`src/rtl/ls2hs_pkg.sv`:
```
// ---------------------------------------------------------------------------
// ls2hs_pkg
// Shared constants and the round-robin pick helper for the low-speed to
// high-speed transfer scheduler.
// Contents:
//   NUM_SRC_DEF / DW_DEF : default source count and data width
//   MAX_SRC              : widest pending vector rr_pick accepts
//   rr_pick()            : next pending index after 'last', wrapping
// ---------------------------------------------------------------------------
package ls2hs_pkg;

   localparam int NUM_SRC_DEF = 4;
   localparam int DW_DEF      = 8;
   localparam int MAX_SRC     = 8;

   // First set bit of 'pending' searching upward from last+1 and wrapping
   // at num_src. Returns 0 when nothing is pending; callers qualify with
   // an OR-reduce of the pending vector.
   function automatic int rr_pick(input logic [MAX_SRC-1:0] pending,
                                  input int                 last,
                                  input int                 num_src);
      int   pick_v;
      logic found_v;
      int   idx_v;
      pick_v  = 0;
      found_v = 1'b0;
      for (int k = 1; k <= MAX_SRC; k++) begin
         idx_v = last + k;
         if (idx_v >= num_src) begin
            idx_v = idx_v - num_src;
         end else begin
            idx_v = idx_v;
         end
         if ((k <= num_src) && !found_v && pending[idx_v[2:0]]) begin
            pick_v  = idx_v;
            found_v = 1'b1;
         end else begin
            pick_v  = pick_v;
         end
      end
      return pick_v;
   endfunction

endpackage

```
`src/rtl/ls2hs_edge_sync.sv`:
```
// ---------------------------------------------------------------------------
// ls2hs_edge_sync
// Brings one slow strobe into rclk through two synchroniser flops, keeps a
// third history flop, and flags the rising edge for exactly one rclk cycle.
// Ports:
//   rclk     in  : fast clock
//   rst      in  : synchronous active-high reset
//   async_in in  : strobe, asynchronous to rclk
//   edge_out out : high for one cycle, two rclk edges after the rise is
//                  first sampled
// ---------------------------------------------------------------------------
module ls2hs_edge_sync (
   input  logic rclk,
   input  logic rst,
   input  logic async_in,
   output logic edge_out
);

   logic s1_r;
   logic s2_r;
   logic s3_r;

   // Synchroniser chain plus history flop; reset clears all three so a
   // strobe held high through reset shows up as a fresh edge afterwards.
   always_ff @(posedge rclk) begin
      if (rst) begin
         s1_r <= 1'b0;
         s2_r <= 1'b0;
         s3_r <= 1'b0;
      end else begin
         s1_r <= async_in;
         s2_r <= s1_r;
         s3_r <= s2_r;
      end
   end

   assign edge_out = s2_r & ~s3_r;

endmodule

```
`src/rtl/ls2hs_xfer_sched.sv`:
```
// ---------------------------------------------------------------------------
// ls2hs_xfer_sched
// Round-robin scheduler sharing one rclk output register among NUM_SRC slow
// sources. Each source's strobe rise captures its data byte into a holding
// register; pending words leave through a valid/ready port tagged with the
// source index.
// Ports:
//   rclk      in  : fast clock, the only clock
//   rst       in  : synchronous active-high reset
//   src_clk   in  : [NUM_SRC] slow strobes, bit i = source i
//   src_din   in  : [NUM_SRC*DW] source data, slice i = [i*DW +: DW]
//   out_data  out : granted word
//   out_src   out : index of the source that produced out_data
//   out_valid out : output register holds a word
//   out_ready in  : consumer accepts when out_valid & out_ready
//   overrun   out : [NUM_SRC] sticky data-loss flags
//   ovr_clr   in  : clears all overrun bits (a same-cycle set wins)
// ---------------------------------------------------------------------------
module ls2hs_xfer_sched
   import ls2hs_pkg::*;
#(
   parameter int NUM_SRC = NUM_SRC_DEF,
   parameter int DW      = DW_DEF,
   parameter int SW      = $clog2(NUM_SRC)
) (
   input  logic                  rclk,
   input  logic                  rst,
   input  logic [NUM_SRC-1:0]    src_clk,
   input  logic [NUM_SRC*DW-1:0] src_din,
   output logic [DW-1:0]         out_data,
   output logic [SW-1:0]         out_src,
   output logic                  out_valid,
   input  logic                  out_ready,
   output logic [NUM_SRC-1:0]    overrun,
   input  logic                  ovr_clr
);

   logic [NUM_SRC-1:0] edge_s;
   logic [DW-1:0]      hold_r [NUM_SRC];
   logic [NUM_SRC-1:0] pending_r;
   logic [NUM_SRC-1:0] overrun_r;
   logic [NUM_SRC-1:0] ovr_set_s;
   logic [NUM_SRC-1:0] grant_vec_s;
   logic [MAX_SRC-1:0] pend_pad_s;
   logic [SW-1:0]      last_grant_r;
   logic [SW-1:0]      pick_s;
   logic               load_s;
   logic               grant_s;
   logic [DW-1:0]      out_data_r;
   logic [SW-1:0]      out_src_r;
   logic               out_valid_r;

   for (genvar g = 0; g < NUM_SRC; g++) begin : g_sync
      ls2hs_edge_sync u_sync (
         .rclk     (rclk),
         .rst      (rst),
         .async_in (src_clk[g]),
         .edge_out (edge_s[g])
      );
   end

   // Arbitration: decide whether the output register loads and which
   // pending source, if any, moves into it.
   always_comb begin
      pend_pad_s                = '0;
      pend_pad_s[NUM_SRC-1:0]   = pending_r;
      pick_s                    = SW'(rr_pick(pend_pad_s, int'(last_grant_r), NUM_SRC));
      load_s                    = ~out_valid_r | out_ready;
      grant_s                   = load_s & (|pending_r);
      grant_vec_s               = '0;
      if (grant_s) begin
         grant_vec_s[pick_s]    = 1'b1;
      end else begin
         grant_vec_s            = '0;
      end
      // A granted source frees its slot this cycle, so its edge is not a loss.
      ovr_set_s                 = edge_s & pending_r & ~grant_vec_s;
   end

   // Per-source holding registers, pending flags and sticky overrun flags.
   always_ff @(posedge rclk) begin
      if (rst) begin
         pending_r <= '0;
         overrun_r <= '0;
         for (int i = 0; i < NUM_SRC; i++) begin
            hold_r[i] <= '0;
         end
      end else begin
         for (int i = 0; i < NUM_SRC; i++) begin
            // Load when the slot is empty or is being emptied this cycle.
            if (edge_s[i] && (!pending_r[i] || grant_vec_s[i])) begin
               hold_r[i]    <= src_din[i*DW +: DW];
               pending_r[i] <= 1'b1;
            end else if (grant_vec_s[i]) begin
               pending_r[i] <= 1'b0;
            end else begin
               pending_r[i] <= pending_r[i];
            end
         end
         if (ovr_clr) begin
            overrun_r <= ovr_set_s;
         end else begin
            overrun_r <= overrun_r | ovr_set_s;
         end
      end
   end

   // Output register and round-robin pointer.
   always_ff @(posedge rclk) begin
      if (rst) begin
         out_data_r   <= '0;
         out_src_r    <= '0;
         out_valid_r  <= 1'b0;
         last_grant_r <= SW'(NUM_SRC - 1);
      end else if (load_s) begin
         if (grant_s) begin
            out_data_r   <= hold_r[pick_s];
            out_src_r    <= pick_s;
            out_valid_r  <= 1'b1;
            last_grant_r <= pick_s;
         end else begin
            out_valid_r  <= 1'b0;
         end
      end else begin
         out_valid_r  <= out_valid_r;
      end
   end

   assign out_data  = out_data_r;
   assign out_src   = out_src_r;
   assign out_valid = out_valid_r;
   assign overrun   = overrun_r;

endmodule

```
`config.mk`:
```
export PLATFORM = sky130hd
export DESIGN_NAME = ls2hs_xfer_sched
export DESIGN_NICKNAME = d
export VERILOG_FILES = /design/src/rtl/ls2hs_pkg.sv /design/src/rtl/ls2hs_edge_sync.sv /design/src/rtl/ls2hs_xfer_sched.sv
export SDC_FILE = /design/constraint.sdc
export NUM_CORES = 1
export LEC_CHECK = 0
export CAP_MARGIN = 40
export CORE_ASPECT_RATIO = 1.2
export CORE_MARGIN = 4
export CORE_UTILIZATION = 26
export CTS_BUF_LIST = sky130_fd_sc_hd__clkbuf_4 sky130_fd_sc_hd__clkbuf_8
export CTS_CLUSTER_SIZE = 8
export DETAILED_ROUTE_END_ITERATION = 6
export GPL_ROUTABILITY_DRIVEN = 1
export PLACE_DENSITY = 0.5
export SYNTH_ARGS = -nofsm -noshare
export SYNTH_HDL_FRONTEND = slang
export SYNTH_SLANG_ARGS = --single-unit
```
`constraint.sdc`:
```
create_clock -name rclk -period 7.1 [get_ports rclk]
set_input_delay 0.71 -clock rclk [delete_from_list [all_inputs] [get_ports rclk]]
set_output_delay 0.71 -clock rclk [all_outputs]
set_load 0.01 [all_outputs]
```
==> results of run 1 <==
metrics by stage:
stage	instances	cell area, sq um	worst slack (ns)
2_1_floorplan	242	2918	3.861
3_3_place_gp	419	3576	3.390
3_5_place_dp	421	3608	3.445
4_1_cts	437	3805	3.429
5_1_grt	437	3805	3.220
6_report	437	3805	3.508
power by group through the flow:
stage / logic, W / registers, W / clock network, W
after detailed placement: 0.000209 / 0.000445 / 0
final: 0.000207 / 0.000436 / 0.000309
after global placement: 0.000195 / 0.000445 / 0
after floorplan: 0.000134 / 0.000442 / 0
after global routing: 0.000225 / 0.000440 / 0.000338
after CTS: 0.000210 / 0.000437 / 0.000320
cell type report:
cell class              instances  area, sq um  share of cell area
clock buffers                  13        153.9             0.04045
clock inverters                 3        42.54             0.01118
inverters                       6        22.52            0.005919
multi-input cells             161         1219              0.3203
flip-flops and latches         65         1622              0.4262
well taps                     132        165.2             0.04341
repair buffers                 57        580.6              0.1526
synth_stat cells (all sizes together):
cell type	n	area, sq um
a211oi	2	20.02
a21boi	1	7.510
a21o	2	15.01
a21oi	13	76.33
a221o	1	10.01
a221oi	1	8.760
a22oi	1	7.510
a31o	3	26.28
and2	32	200.2
buf	4	32.53
clkbuf	6	22.52
dfxtp	33	660.6
edfxtp	32	960.9
ha	3	37.54
inv	6	22.52
mux2	11	123.9
mux2i	18	180.2
mux4	2	45.04
nand2	15	56.30
nand2b	4	25.02
nand3b	8	60.06
nor2	4	15.01
nor2b	13	81.33
nor3	1	5.000
nor3b	2	31.28
nor4	1	6.260
o211a	1	10.01
o211ai	2	15.01
o21ai	10	50.05
o2bb2ai	1	8.760
o31ai	3	22.52
o41ai	2	43.80
or2	3	18.77
or3b	1	11.26
cells by family (layout without fill, tap and decap cells):
family	Yosys count	after routing	synth area share
fa+ha+maj	3	3	0.01287
simple gates	84	84	0.1750
buf+inv	16	79	0.02659
flops	65	65	0.5557
mux	31	31	0.1196
compound gates	43	43	0.1102
path summary, 6_finish.rpt:
path / from / to / slack, ns / cells past startpoint
min reg2reg: g_sync[1].u_sync.s1_r$_SDFF_PP0_ / g_sync[1].u_sync.s2_r$_SDFF_PP0_ / 0.44 / 1
max reg2reg: last_grant_r[0]$_SDFFE_PP1P_ / hold_r[3][4]$_SDFFCE_PN0P_ / 3.51 / 9
max: last_grant_r[0]$_SDFFE_PP1P_ / hold_r[3][4]$_SDFFCE_PN0P_ / 3.51 / 9
min: g_sync[1].u_sync.s1_r$_SDFF_PP0_ / g_sync[1].u_sync.s2_r$_SDFF_PP0_ / 0.44 / 1
sequential cells by signal, indices dropped and copies added (netlist names):
name                count
overrun                 4
out_src                 2
g_sync.u_sync.s1_r      4
pending_r               4
out_valid               1
out_data                8
last_grant_r            2
g_sync.u_sync.s2_r      4
hold_r                 32
g_sync.u_sync.s3_r      4
per-layer routing:
metal | global-route usage | up-vias | routed length, um
li1 | - | 985 | -
met1 | 0.1210 | 926 | 2827
met2 | 0.1761 | 43 | 3153
met3 | 0.03007 | 10 | 259
met4 | 0.04430 | 0 | 124
met5 | 0 | - | 0
==> metrics.cfg, run 1 <==
[outcome]
run_status=finished, final reports clean

[sta]
fin_skew_ns=0.008531
rsz0062_at_grt=no
maxSlewHeadroom=0.4636
fin_crit_ns=3.592
finalSetupTns_ns=0
final-hold-violation-count=0
min_period_over_period=0.5059
worst_pin_slew_ns=0.8016
hold_slack_ns=0.4352
report.final.slew_viol_count=0
setup_violations=0
fmax_ghz=0.2784

[synthesis]
netlist-cell-type-count=42
synth.avg_cell_area_sq_um=12.06
postSynthCellCount=242
yosysSeqAreaShare=0.5557
ys_ff_latch=65
yosys_warnings=0
synth.cell_area_sq_um=2918
syn-num-nets=285

[drt]
firstDrtPassIters=4
antenna_left=0
first_iter_violations=49
wire_per_inst_um=14.56
vias=1964
drc=0
vias_per_cell=4.494
routed_wl_mm=6.364

[critical_path]
crit_type=flop to flop
critical_path_buf_inv_count=1
crit_path_start_kind=flop
cp_slowest_cell=a211oi_2
path_cells=inv_1, ha_1, mux4_2, a221o_1, or3b_4, a21oi_1, o211ai_1, a211oi_2, and2_1
arrival_ns=3.80
slowest_delay_ns=0.56
crit_required_ns=7.30
path_max_fanout=9
cpLargestDelayFamily=compound AO/OA/AOI/OAI gates
cp-end-kind=flop

[pwr]
switchingPower_w=0.0002467
power_frac_clock=0.325
p_seq_frac=0.458
p_leak_nw=1.438
powerDensity_nw_per_um2=250.2
ir_worst_vdd_mv=0.09490
power_w=0.0009519
internal_power_w=0.0007052
switching_share=0.2591
p_comb_frac=0.217

[global_routing]
track_usage=0.1028
grt_pass1_vias=2040
antenna_found_initial=0
grt_overflow=0
grt_max_degree=43
grt_pass1_wl_mm=10.21

[floorplanning]
io_pins=55
dieArea_sq_um=12990
start_util=0.2657
die_y_um=124.0
die_w_um=104.7
core_area_sq_um=10980
row_count=42

[layout]
syn2layout_area_growth_pct=30.40
fin_nets=343
drive_above_1_share=0.1344
n_antenna_cell=0
most-common-layout-cells=clkdlybuf4s50_1 (54), dfxtp_1 (33), and2_1 (32), edfxtp_1 (32), mux2i_1 (18)
nFillCells=1074
final_common_cell=clkdlybuf4s50_1
final_core_util=0.3464

[clocking]
clkLatencyLatePin_ns=0.33
clk_pin_slew_ns=0.07
h-tree-depth=3
ctsHoldBuffers=0
cts_buffers=9
cts_tree=built
clockRootBuffer=clkbuf_8
ctsResizeCount=0
cts_sinks=65
clockBufferDepth=2
post_cts_buffers=0

[job]
drv_cap=0

[placed_design]
place.port_buffers=54
place_congestion=0.7024
dp_hpwl_mm=4.834

[worst_hold_path]
hold_class=flop to flop

Power figures use the tool's default switching activity.
==> run 2: changes to the inputs <==
PLACE_DENSITY = 0.51   (was 0.5)
clock period = 2.9 ns   (was 7.1 ns; I/O delays follow)
==> run 2 against run 1 <==
  * Routed wire length increased by 2.7%
  * Die area unchanged
  * Critical path depth increased by 1
  * Sequential share of layout area decreased by 3.2 points
  * Global-route usage increased by 0.21 points
  * Hold slack improved by 0.0016 ns
  * Clock skew decreased by 0.00065 ns
  * Clock-buffer cell count decreased by 4
  * Sequential cell count unchanged
  * Critical path type unchanged
==> metrics.cfg, run 2 (synthesized netlist as in run 1, its figures left out) <==
[outcome]
run_status=finished, final reports clean

[sta]
rsz0062_at_grt=yes
fmax_ghz=0.3460
final-hold-violation-count=0
min_period_over_period=0.9967
postLayoutSetupSlackWorst_ns=0.009653
report.final.slew_viol_count=0
setup_violations=0
fin_skew_ns=0.007880
worst_pin_slew_ns=0.4761
maxSlewHeadroom=0.6797
fin_crit_ns=2.890

[floorplanning]
die_w_um=104.7
start_util=0.2657
io_pins=55
die_y_um=124.0
dieArea_sq_um=12990
core_area_sq_um=10980
row_count=42

[critical_path]
ff2ff_path_depth=10
cp-end-kind=flop
arrival_ns=2.93
crit_path_start_kind=flop
cp_slowest_cell=or3b_4
path_cells=inv_4, ha_4, buf_4, a21boi_1, a221o_1, or3b_4, a21o_4, o41ai_4, buf_4, a31o_4
slowest_delay_ns=0.42
crit_required_ns=2.94
path_max_fanout=8
critPathMostFrequentCell=buf_4
crit_type=flop to flop

[global_routing]
grt_overflow=0
track_usage=0.1049
grt_max_degree=23
grt_pass1_vias=2089
grt_pass1_wl_mm=10.27
antenna_found_initial=0

[clocking]
h-tree-depth=3
ctsHoldBuffers=0
clockRootBuffer=clkbuf_8
cts_tree=built
cts_buffers=9
cts_sinks=65
clk_pin_slew_ns=0.07
clockBufferDepth=2
clkLatencyLatePin_ns=0.33

[drt]
vias_per_cell=4.446
firstDrtPassIters=4
drc=0
wire_per_inst_um=14.02
antenna_left=0
vias=2072
first_iter_violations=51
routed_wl_mm=6.534

[pwr]
ir_worst_vdd_mv=0.2149
p_leak_nw=1.606
powerDensity_nw_per_um2=614.5
power_w=0.002536

[placed_design]
place.port_buffers=54
dpl_worst_slack_ns=-0.03827
place_congestion=0.8062
dp_hpwl_mm=5.005

[layout]
n_antenna_cell=0
final_common_cell=clkdlybuf4s50_1
syn2layout_area_growth_pct=41.47
drive_above_1_share=0.2575
largest_reg_flops=32
top_register=hold_r
fin_nets=372
most-common-layout-cells=clkdlybuf4s50_1 (54), and2_1 (32), edfxtp_1 (32)

[worst_hold_path]
hold_class=flop to flop
whs_path_depth=1

[job]
drv_cap=0

-- run 2: cell types whose count changed in the layout (fill, tap and decap cells not counted), sizes merged --
cell,delta
clkinv,+2
buf,+29
inv,+1
clkbuf,-4
bufinv,+1
-- run 2: final cells by class --
type                            count  area [sq um]
Clock buffer                        9         123.9
Inverter                            6         25.02
Fill cell                        1073          6855
Sequential cell                    65          1627
Clock inverter                      7         93.84
Multi-Input combinational cell    161          1300
Tap cell                          132         165.2
Timing Repair Buffer               86         793.3
-- run 2: layer usage --
layer | part of all wire | vias to the layer above | global-route usage | wire length, um
li1 | - | 1045 | - | -
met1 | 0.44 | 967 | 0.1218 | 2876
met2 | 0.50 | 48 | 0.1821 | 3260
met3 | 0.039 | 12 | 0.02125 | 258
met4 | 0.021 | 0 | 0.05906 | 138
met5 | 0 | - | 0 | 0
-- run 2: worst paths after layout --
path / start / endpoint / slack (ns)
min: g_sync[0].u_sync.s1_r$_SDFF_PP0_ / g_sync[0].u_sync.s2_r$_SDFF_PP0_ / 0.44
max reg2reg: last_grant_r[0]$_SDFFE_PP1P_ / hold_r[1][3]$_SDFFCE_PN0P_ / 0.01
min reg2reg: g_sync[0].u_sync.s1_r$_SDFF_PP0_ / g_sync[0].u_sync.s2_r$_SDFF_PP0_ / 0.44
max: last_grant_r[0]$_SDFFE_PP1P_ / hold_r[1][3]$_SDFFCE_PN0P_ / 0.01
-- run 2: repair_timing --
item                                   in CTS  in global routing
endpoints found under the hold margin       0                  0
buffers inserted                            3                  2
setup endpoints to repair                  28                 55
resized for setup                           5                 13
cloned                                      0                  0
pin swaps                                   1                  5
-- run 2: worst max-delay path: cells and delay by family (launching register included) --
kind                     cells  cell delay (ns)
AND/OR/NAND/NOR              1             0.42
buffers and inverters        3             0.36
AO/OA/AOI/OAI                5             1.23
adder cells (fa/ha/maj)      1             0.21
flip-flops                   1             0.38
-- run 2: stage by stage --
| stage | instance area (sq um) | std cells | hold slack, ns | setup TNS [ns] | util |
|---|---|---|---|---|---|
| after CTS | 4065 | 464 | 0.4439 | 0 | 0.3701 |
| after global placement | 3817 | 445 | 0.4189 | 0 | 0.3476 |
| after detailed placement | 3817 | 445 | 0.4260 | -0.5067 | 0.3476 |
| after floorplan | 2962 | 242 | 0.4138 | -1.370 | - |
| final | 4128 | 466 | 0.4367 | 0 | 0.3758 |
| after global routing | 4128 | 466 | 0.4568 | -1.634 | 0.3758 |
-- run 2: power breakdown --
group	switching, W	total, W	internal, W
clock	0.000351	0.000835	0.000484
combinational	0.000287	0.000644	0.000357
sequential	0.0000298	0.00106	0.00103
total	0.000668	0.00254	0.00187
==> run 3: changes to the inputs <==
RECOVER_POWER = 25   (was unset)
==> run 3 against run 2 <==
  * Cell area barely moved
  * Sequential power about the same
  * Non-clock buffer count unchanged
  * Critical path type unchanged
  * Largest power group unchanged
  * Highest routed layer unchanged
==> metrics.cfg, run 3 (synthesized netlist as in run 1, its figures left out) <==
[critical_path]
path_max_fanout=8
crit_path_start_kind=flop
cpLargestDelayFamily=compound AO/OA/AOI/OAI gates
arrival_ns=2.93
cp-end-kind=flop
crit_type=flop to flop
path_cells=inv_4, ha_4, buf_4, a21boi_1, a221o_1, or3b_4, a21o_4, o41ai_4, buf_4, a31o_4
critPathMostFrequentCell=buf_4
cp_slowest_cell=or3b_4
slowest_delay_ns=0.42
critical_path_buf_inv_count=3
crit_required_ns=2.94

[drt]
vias=2078
routed_wl_mm=6.535
firstDrtPassIters=4
antenna_left=0
drc=0
wire_per_inst_um=14.02
first_iter_violations=51
vias_per_cell=4.459

[global_routing]
grt_overflow=0
grt_pass1_vias=2089
antenna_found_initial=0
grt_max_degree=23
track_usage=0.1049
grt_pass1_wl_mm=10.27

[sta]
report.final.slew_viol_count=0
rsz0062_at_grt=yes
fin_skew_ns=0.007880
worst_pin_slew_ns=0.9537
maxSlewHeadroom=0.3642
final-hold-violation-count=0
min_period_over_period=0.9966
setup_violations=0
hold_slack_ns=0.4368
fmax_ghz=0.3460
finalSetupTns_ns=0
fin_crit_ns=2.890

[outcome]
run_status=finished, final reports clean

[clocking]
cts_sinks=65
cts_buffers=9
cts_tree=built
clockBufferDepth=2
h-tree-depth=3
clk_pin_slew_ns=0.07
clkLatencyLatePin_ns=0.33
clockRootBuffer=clkbuf_8

[placed_design]
dp_hpwl_mm=5.005
place_congestion=0.8062
dp.cells=445
place.port_buffers=54

[floorplanning]
die_w_um=104.7
core_area_sq_um=10980
row_count=42
die_y_um=124.0
io_pins=55
start_util=0.2657
dieArea_sq_um=12990

[layout]
final_common_cell=clkdlybuf4s50_1
most-common-layout-cells=clkdlybuf4s50_1 (49), and2_1 (32), edfxtp_1 (32)
syn2layout_area_growth_pct=41.34
largest_reg_flops=32
stdcell_count=466
nFillCells=1075
drive_above_1_share=0.2545
final_core_util=0.3755
fin_nets=372
n_antenna_cell=0
top_register=hold_r

[pwr]
p_comb_frac=0.253
powerDensity_nw_per_um2=614.2
ir_worst_vdd_mv=0.2148
switchingPower_w=0.0006672
p_seq_frac=0.417
power_frac_clock=0.330
switching_share=0.2634
internal_power_w=0.001866
p_leak_nw=1.615

[job]
drv_cap=0

[worst_hold_path]
hold_class=flop to flop

## run 3: repair_timing
action,4_1_cts,5_1_grt
endpoints found under the hold margin,0,0
buffers inserted,3,2
pin swaps,1,5
cloned,0,0
gates resized for setup,5,13
hold buffers,0,0
setup endpoints to repair,28,55
## run 3: per-layer routing
layer / global-route usage / vias to the layer above / part of all wire
met5: 0 / - / 0
met4: 0.05906 / 0 / 0.021
met3: 0.02125 / 12 / 0.042
met2: 0.1821 / 50 / 0.50
met1: 0.1218 / 970 / 0.44
li1: - / 1046 / -
## run 3: worst paths after layout
path / startpoint / end / slack [ns] / cells past startpoint
worst max-delay path: last_grant_r[0]$_SDFFE_PP1P_ / hold_r[1][3]$_SDFFCE_PN0P_ / 0.01 / 10
worst min-delay path: g_sync[0].u_sync.s1_r$_SDFF_PP0_ / g_sync[0].u_sync.s2_r$_SDFF_PP0_ / 0.44 / 1
worst max register to register: last_grant_r[0]$_SDFFE_PP1P_ / hold_r[1][3]$_SDFFCE_PN0P_ / 0.01 / 10
worst min register to register: g_sync[0].u_sync.s1_r$_SDFF_PP0_ / g_sync[0].u_sync.s2_r$_SDFF_PP0_ / 0.44 / 1
## run 3: cell type report
class,instances,area [sq um],area share
Tap cell,132,165.2,0.04005
Timing Repair Buffer,86,789.5,0.1914
Clock buffer,9,123.9,0.03004
Sequential cell,65,1627,0.3944
Multi-Input combinational cell,161,1300,0.3152
Clock inverter,7,93.84,0.02275
Inverter,6,25.02,0.006068
## run 3: metrics by stage
step / setup slack [ns] / total power [W] / cell area [sq um]
final: 0.009922 / 0.002533 / 4124
after global placement: 0.0003295 / 0.001671 / 3817
after global routing: -0.1238 / 0.002663 / 4124
after CTS: 0.01184 / 0.002536 / 4065
after detailed placement: -0.03827 / 0.001676 / 3817
after floorplan: -0.06876 / 0.001433 / 2962
## run 3: power by group through the flow
stage	Clock [W]	Sequential, W	Combinational [W]
finish	0.000835	0.00106	0.000641
global route	0.000906	0.00106	0.000692
CTS	0.000866	0.00106	0.000612
detailed placement	0	0.00108	0.000597
global placement	0	0.00108	0.000593
floorplan	0	0.00108	0.000351
## run 3: worst register-to-register path: cells and delay by family, from the launching register on
kind | cells | cell delay [ns]
adder cells (fa/ha/maj) | 1 | 0.21
flip-flops | 1 | 0.38
buffers and inverters | 3 | 0.36
AND/OR/NAND/NOR | 1 | 0.42
AO/OA/AOI/OAI | 5 | 1.24
